`config.mk`:
```
export PLATFORM = sky130hd
export DESIGN_NAME = mux_rr_arbiter
export DESIGN_NICKNAME = d
export VERILOG_FILES = /design/src/rtl/mux_rr_arbiter.sv
export SDC_FILE = /design/constraint.sdc
export NUM_CORES = 1
export LEC_CHECK = 0
export BUFFER_PORTS_ARGS = -buffer_cell sky130_fd_sc_hd__buf_2
export CAP_MARGIN = 20
export CORE_MARGIN = 5
export CORE_UTILIZATION = 30
export CTS_CLUSTER_SIZE = 25
export DETAILED_ROUTE_END_ITERATION = 16
export SETUP_SLACK_MARGIN = 0.3
export SYNTH_ARGS = -nofsm -noshare
export SYNTH_HDL_FRONTEND = slang
export SYNTH_SLANG_ARGS = --single-unit
export TNS_END_PERCENT = 5
```
`constraint.sdc`:
```
create_clock -name clk -period 4.1 [get_ports clk]
set_input_delay 0.41 -clock clk [delete_from_list [all_inputs] [get_ports clk]]
set_output_delay 0.41 -clock clk [all_outputs]
set_load 0.005 [all_outputs]
```
`src/rtl/mux_rr_arbiter.sv`:
```
// Round-robin arbiter that shares an 8:1 single-bit mux among 8 requesters.
// Each tenure is bounded by MAX_HOLD while others wait; the mux result is registered with a valid flag.
module mux_rr_arbiter #(
   parameter int unsigned MAX_HOLD = 16,
   parameter int unsigned CNT_W    = 8
) (
   input  logic       clk,
   input  logic       rst,
   input  logic [7:0] req,
   input  logic [7:0] d,
   output logic [7:0] gnt,
   output logic       s0,
   output logic       s1,
   output logic       s2,
   output logic       out,
   output logic       out_valid
);

   typedef enum logic {
      IDLE  = 1'b0,
      GRANT = 1'b1
   } state_t;

   localparam logic [CNT_W-1:0] HOLD_LAST = CNT_W'(MAX_HOLD - 1);

   // First set bit of vec scanning ptr, ptr+1, ... mod 8; returns {found, index}.
   function automatic logic [3:0] rr_pick(input logic [7:0] vec, input logic [2:0] ptr);
      logic [3:0] res;
      logic [2:0] idx;
      res = 4'b0000;
      for (int i = 7; i >= 0; i--) begin
         idx = ptr + 3'(i);
         if (vec[idx]) begin
            res = {1'b1, idx};
         end else begin
            res = res;
         end
      end
      return res;
   endfunction

   state_t           state_q, state_d;
   logic [2:0]       cur_q, cur_d;
   logic [2:0]       ptr_q, ptr_d;
   logic [CNT_W-1:0] hold_q, hold_d;
   logic [7:0]       gnt_q, gnt_d;
   logic             out_q, out_d;
   logic             out_valid_q, out_valid_d;

   logic [7:0] cand_s;
   logic [3:0] pick_s;
   logic       take_s;

   // Candidate vector: the current owner is masked out while it holds the grant.
   always_comb begin
      if (state_q == GRANT) begin
         cand_s = req & ~(8'h01 << cur_q);
      end else begin
         cand_s = req;
      end
      pick_s = rr_pick(cand_s, ptr_q);
   end

   // Next-state logic: release, timeout, uncontested renewal, or plain hold.
   always_comb begin
      state_d = state_q;
      cur_d   = cur_q;
      ptr_d   = ptr_q;
      hold_d  = hold_q;
      take_s  = 1'b0;
      case (state_q)
         IDLE: begin
            take_s = pick_s[3];
         end
         GRANT: begin
            if (!req[cur_q]) begin
               if (pick_s[3]) begin
                  take_s = 1'b1;
               end else begin
                  state_d = IDLE;
                  hold_d  = {CNT_W{1'b0}};
               end
            end else if (hold_q == HOLD_LAST) begin
               if (pick_s[3]) begin
                  take_s = 1'b1;
               end else begin
                  hold_d = {CNT_W{1'b0}};
               end
            end else begin
               hold_d = hold_q + CNT_W'(1);
            end
         end
         default: begin
            state_d = IDLE;
         end
      endcase
      if (take_s) begin
         state_d = GRANT;
         cur_d   = pick_s[2:0];
         hold_d  = {CNT_W{1'b0}};
         ptr_d   = pick_s[2:0] + 3'd1;
      end else begin
         ptr_d = ptr_q;
      end
   end

   // Grant and one-cycle output pipeline, derived from the current and next state.
   always_comb begin
      if (state_d == GRANT) begin
         gnt_d = 8'h01 << cur_d;
      end else begin
         gnt_d = 8'h00;
      end
      if (state_q == GRANT) begin
         out_d       = d[cur_q];
         out_valid_d = 1'b1;
      end else begin
         out_d       = 1'b0;
         out_valid_d = 1'b0;
      end
   end

   // State and output registers with synchronous reset.
   always_ff @(posedge clk) begin
      if (rst) begin
         state_q     <= IDLE;
         cur_q       <= 3'd0;
         ptr_q       <= 3'd0;
         hold_q      <= {CNT_W{1'b0}};
         gnt_q       <= 8'h00;
         out_q       <= 1'b0;
         out_valid_q <= 1'b0;
      end else begin
         state_q     <= state_d;
         cur_q       <= cur_d;
         ptr_q       <= ptr_d;
         hold_q      <= hold_d;
         gnt_q       <= gnt_d;
         out_q       <= out_d;
         out_valid_q <= out_valid_d;
      end
   end

   assign gnt       = gnt_q;
   assign s0        = cur_q[0];
   assign s1        = cur_q[1];
   assign s2        = cur_q[2];
   assign out       = out_q;
   assign out_valid = out_valid_q;

endmodule

```
Word-level counts from Yosys, hierarchy flattened
Cells that the tools add are included.
- output and inout bits: 13
- input bits: 18
- logic and storage cells: 76
- bits in registers: 25
- muxes and demuxes: 41
- $lt $le $gt $ge: 9
- $add $sub $neg: 9
- equal/unequal tests: 1
- reductions and logical operators: 3
- shift operators: 2
- bitwise logic cells: 4
- operators with widths (cell ; number):
    $lt A3 B4 Y1 const B ; 9
    $mux W4 ; 8
    $mux W8 ; 4
    $bmux W1 S3 ; 10
    $mux W1 ; 17
    $shl A1 B3 Y8 const A ; 2
    $add A3 B3 Y3 const B ; 4
    $add A8 B1 Y8 const B ; 1
    $and A8 B8 Y8 ; 1
    $eq A8 B4 Y1 const B ; 1
    $not A8 Y8 ; 1
    $add A3 B1 Y3 const B ; 2
    $add A3 B2 Y3 const B ; 2
    $reduce_or A2 Y1 ; 3
    $mux W3 ; 1
    $not A1 Y1 ; 2
    $pmux W1 S2 ; 1

Depth between registers and ports, before layout
- word-level depth: 21
- depth in mapped cells: 16
- mapped depth without buffers: 13

Worst setup path after synthesis
No wires, ideal clock.
- path kind: reg-to-reg
- from: reg ptr_q[0]
- to: reg ptr_q[2]
- arrival: 3.516 ns
- setup slack: 0.452 ns
- period minus slack after synthesis: 3.648 ns
- path buffers: 3
- setup time: 0.132 ns
- data required time: 3.968 ns
- stages on the path, launching flop included: 15
- cells stage by stage: dfxtp_1 -> clkbuf_1 -> inv_2 -> buf_2 -> ha_1 -> clkbuf_1 -> a32o_1 -> mux4_2 -> o21ba_1 -> o2111a_1 -> or4_4 -> ha_1 -> xor2_1 -> nand2_1 -> a21oi_1
- cells in the longest elaborated chain, start to end: 15
- elaborated cells on any way between the ends: 36
- those cells by class: 8 x add/sub; 28 x mux
- ends and longest elaborated chain (element ; RTL line ; text):
    start: declaration ; 44 ; logic [2:0] ptr_q, ptr_d;
    start signal: assignment ; 136 ; ptr_q <= ptr_d;
    $add A3 B3 Y3 ; 32 ; idx = ptr + 3'(i);
    $bmux W1 S3 ; 33 ; if (vec[idx]) begin
    $mux W1 (implied by the code) ; 33 ;
    $mux W4 (7 in a row) ; 33 ;
    $mux W4 * ; 33 ;
    $mux W1 ; 77, 84 ;
    $mux W1 ; 83 ; end else if (hold_q == HOLD_LAST) begin
    $mux W1 ; 76 ; if (!req[cur_q]) begin
    $pmux W1 S2 ; 71 ; case (state_q)
Every way passes the cells marked *; elsewhere a longest branch is shown, timed or not. The select of a mux whose other input is x is not followed.
A chain may end at the register's enable or synchronous reset.

Worst setup path after layout
- from: reg cur_q[2]
- to: reg ptr_q[2]
- cells in the longest elaborated chain, start to end: 18
- elaborated cells on any way between the ends: 35
- those cells by class: 1 x add/sub; 1 x shift; 31 x mux; 2 x bitwise
- ends and longest elaborated chain (element ; RTL line ; text):
    start: declaration ; 43 ; logic [2:0] cur_q, cur_d;
    start signal: assignment ; 135 ; cur_q <= cur_d;
    $shl A1 B3 Y8 ; 57 ; cand_s = req & ~(8'h01 << cur_q);
    $not A8 Y8 ; 57 ;
    $and A8 B8 Y8 ; 57 ;
    $mux W8 ; 56 ; if (state_q == GRANT) begin
    $bmux W1 S3 ; 33 ;
    $mux W1 (implied by the code) ; 33 ;
    $mux W4 (8 in a row) ; 33 ;
    $mux W1 ; 77, 84 ;
    $mux W1 ; 83 ;
    $mux W1 ; 76 ;
    $pmux W1 S2 ; 71 ;
Parallel ways exist; a longest one is shown, timed or not. The select of a mux whose other input is x is not followed.

==> impl_metrics.toml <==
[hold_path]
worstHoldPathType = "in2reg"

[floorplanning]
initial_utilization_pct = 30.46
die-area_sq_mm = 0.01069
die_width_microns = 103.4
rows = 34
core_area_sq_mm = 0.008593
fp.dieH_microns = 103.4
io_pins = 31

[timing]
fin_worst_skew_ps = 6.396
period_needed_ps = 3491
slew_violations = 0
worst_slew_pin_slew_ps = 663.3
setup_viol = 0
rsz0062_at_grt = "false"
fin_crit_sh_pct = 85.13
whs_ps = 431.0
hold_violations = 0
fin_tns_setup_ps = 0
slew_headroom_pct = 55.72
fmax_ghz = 0.2865

[routing]
routedWlPerCell_microns = 17.45
antenna_left = 0
avgViaCountPerCell = 5.960
wirelength_microns = 7783
vias = 2658
firstDrtPassIters = 6
drtIter0Drc = 224
drc_errors = 0

[clocking]
tritoncts = "built"
cts_num_sinks = 25
numCtsBuffers = 3
htreeDepth = 1
cts_buffer_depth = 2
root_buffer = "clkbuf_8"
cts_hold_buf = 0
post_cts_buffers = 0
cts.clk_slew.worst_paths_ps = 90
clk_latency_ps = 270

[grt]
grt_max_degree = 27
grt_overflow = 0
grt_pass1_wl_microns = 12880
antenna_found_initial = 0
grt_use_total_pct = 15.07
first_global_vias = 2513

[placement]
gp_congestion = 0.9556
place_hpwl_microns = 5836
port_buffers = 30

[run]
maxCapViolCount = 0

[yosys]
ys_warn_count = 0
syn_nets = 340
synth-seq-cells = 25
syn_area_sq_mm = 0.002618
synthCells = 318
synth_edf_count = 0
synthDistinctLibCells = 68
ys_seq_area_share_pct = 19.12
synth_ff_type = "dfxtp_1"
synthArstFlopShare_pct = 0
syn_avg_cell_area_sq_um = 8.231

[power]
vdd_drop_max_mv = 0.4700
leakage_uw = 0.001169
powerDensity_mw_per_mm2 = 731.0

[setup_path]
cp-start-kind = "flop"
cp.arrival_ps = 3690
cp_num_buf_inv = 1
crit_family = "compound AO/OA/AOI/OAI gates"
path_cells = "buf_4 > nand4_4 > a32o_1 > mux4_2 > o21ba_1 > o2111a_1 > or4_4 > ha_1 > xor2_1 > nand2_1 > a21oi_1"
cp_max_fo = 12
crit_type = "reg2reg"
critPathMaxStageDelay_ps = 640
worstPathRequired_ps = 4300
cp_slowest_cell = "dfxtp_1"
cp-end-kind = "flop"

[layout]
final_nets = 361
syn2layout_area_growth_pct = 10.99
antenna_cells = 0
fillCellCount = 936
drive_above_1_share_pct = 21.89

[run_status]
status = "finished clean"
layer usage:
| metal | part of all wire, % | GRT usage (%) | vias to the layer above | wire [microns] |
|---|---|---|---|---|
| met1 | 45 | 20.62 | 1294 | 3477 |
| met5 | 0 | 0 | - | 0 |
| li1 | - | - | 1263 | - |
| met4 | 2.4 | 4.781 | 0 | 185 |
| met2 | 47 | 24.46 | 86 | 3654 |
| met3 | 6.0 | 2.146 | 15 | 465 |
sequential cells by signal, indices dropped and copies added (netlist names):
| name | count |
|---|---|
| cur_q | 3 |
| gnt | 8 |
| hold_q | 8 |
| out | 1 |
| out_valid | 1 |
| ptr_q | 3 |
| state_q | 1 |
path summary, 6_finish.rpt:
path	from	to	slack (ps)	cells past startpoint
hold reg to reg	hold_q[2]$_SDFFE_PP0P_	hold_q[2]$_SDFFE_PP0P_	500	2
hold / removal	rst	cur_q[1]$_SDFF_PP0_	430	2
setup / recovery	cur_q[2]$_SDFF_PP0_	ptr_q[2]$_SDFFE_PP0N_	610	11
setup reg to reg	cur_q[2]$_SDFF_PP0_	ptr_q[2]$_SDFFE_PP0N_	610	11
worst register-to-register path: stages (launching register included):
cell      delay [ps]
dfxtp_1          640
buf_4            270
nand4_4          180
a32o_1           350
mux4_2           540
o21ba_1          210
o2111a_1         220
or4_4            440
ha_1             210
xor2_1           150
nand2_1           70
a21oi_1          150
stage by stage:
stage	setup WS (ps)	area (sq um)	cells	utilization [%]	total power, uW
finish	609.5	2905	446	33.81	2124
global route	300.4	2905	446	33.81	2314
CTS	451.4	2892	446	33.65	2108
detailed placement	486.6	2845	442	33.11	1954
global placement	545.9	2845	442	33.11	1941
floorplan	452.2	2618	318	-	1600
synth_stat cells (5+ instances only):
master / count / share of area (%)
mux2i_1: 12 / 4.6
a21oi_1: 18 / 3.4
nor3_1: 11 / 2.1
clkbuf_1: 11 / 1.6
nand3_1: 8 / 1.5
inv_1: 9 / 1.3
and3_1: 6 / 1.4
nand2_1: 22 / 3.2
o22ai_1: 6 / 1.4
mux4_2: 9 / 7.7
o32ai_1: 8 / 2.7
nand2b_1: 7 / 1.7
dfxtp_1: 25 / 19
nand3b_1: 8 / 2.3
nor2_1: 20 / 2.9
a221oi_1: 5 / 1.7
nor2b_1: 12 / 2.9
a32o_1: 5 / 1.9
o21ai_0: 19 / 3.6
where the power goes:
| part | switching, uW | total (uW) | internal (uW) | leakage (uW) |
|---|---|---|---|---|
| sequential | 82.1 | 375 | 293 | 0.000205 |
| clock | 76.3 | 144 | 68.0 | 0.0000255 |
| combinational | 907 | 1600 | 697 | 0.000939 |
placed cells by master, fill, tap and decap left out, types with 7 or more instances in the layout:
| cell | n |
|---|---|
| o21ai_0 | 19 |
| nand3b_1 | 8 |
| dfxtp_1 | 22 |
| buf_4 | 11 |
| nor2b_1 | 12 |
| inv_1 | 9 |
| mux4_2 | 9 |
| nand2_1 | 22 |
| mux2i_1 | 12 |
| nor3_1 | 11 |
| nand3_1 | 8 |
| nand2b_1 | 7 |
| o32ai_1 | 7 |
| a21oi_1 | 18 |
| buf_2 | 30 |
| nor2_1 | 20 |
timing repair:
action	4_1_cts	5_1_grt
hold endpoints to repair	0	0
endpoints found under the setup margin	0	19
resized for setup	0	5
kinds of logic after synthesis:
logic type                 count (synthesis)  share of synthesized area (%)
DFF                                       25                          19.12
muxes                                     24                          13.77
xor gates and xnor gates                   6                          2.008
buffers and inverters                     35                          6.787
and+or+nand+nor                          130                          31.40
adders and majority gates                  4                          1.912
AOI/OAI and AO/OA                         94                          25.00
final cells by class:
type                    instances  area, sq um  area share [%]
clock buffers                   3        41.29           1.421
clock inverters                 1        5.005          0.1723
inverters                      10        37.54           1.292
multi-input cells             258         1949           67.10
flip-flops and latches         25        504.2           17.36
well taps                     108        135.1           4.651
repair buffers                 41        232.7           8.010
Note: power is estimated with default switching activity, not from simulation.
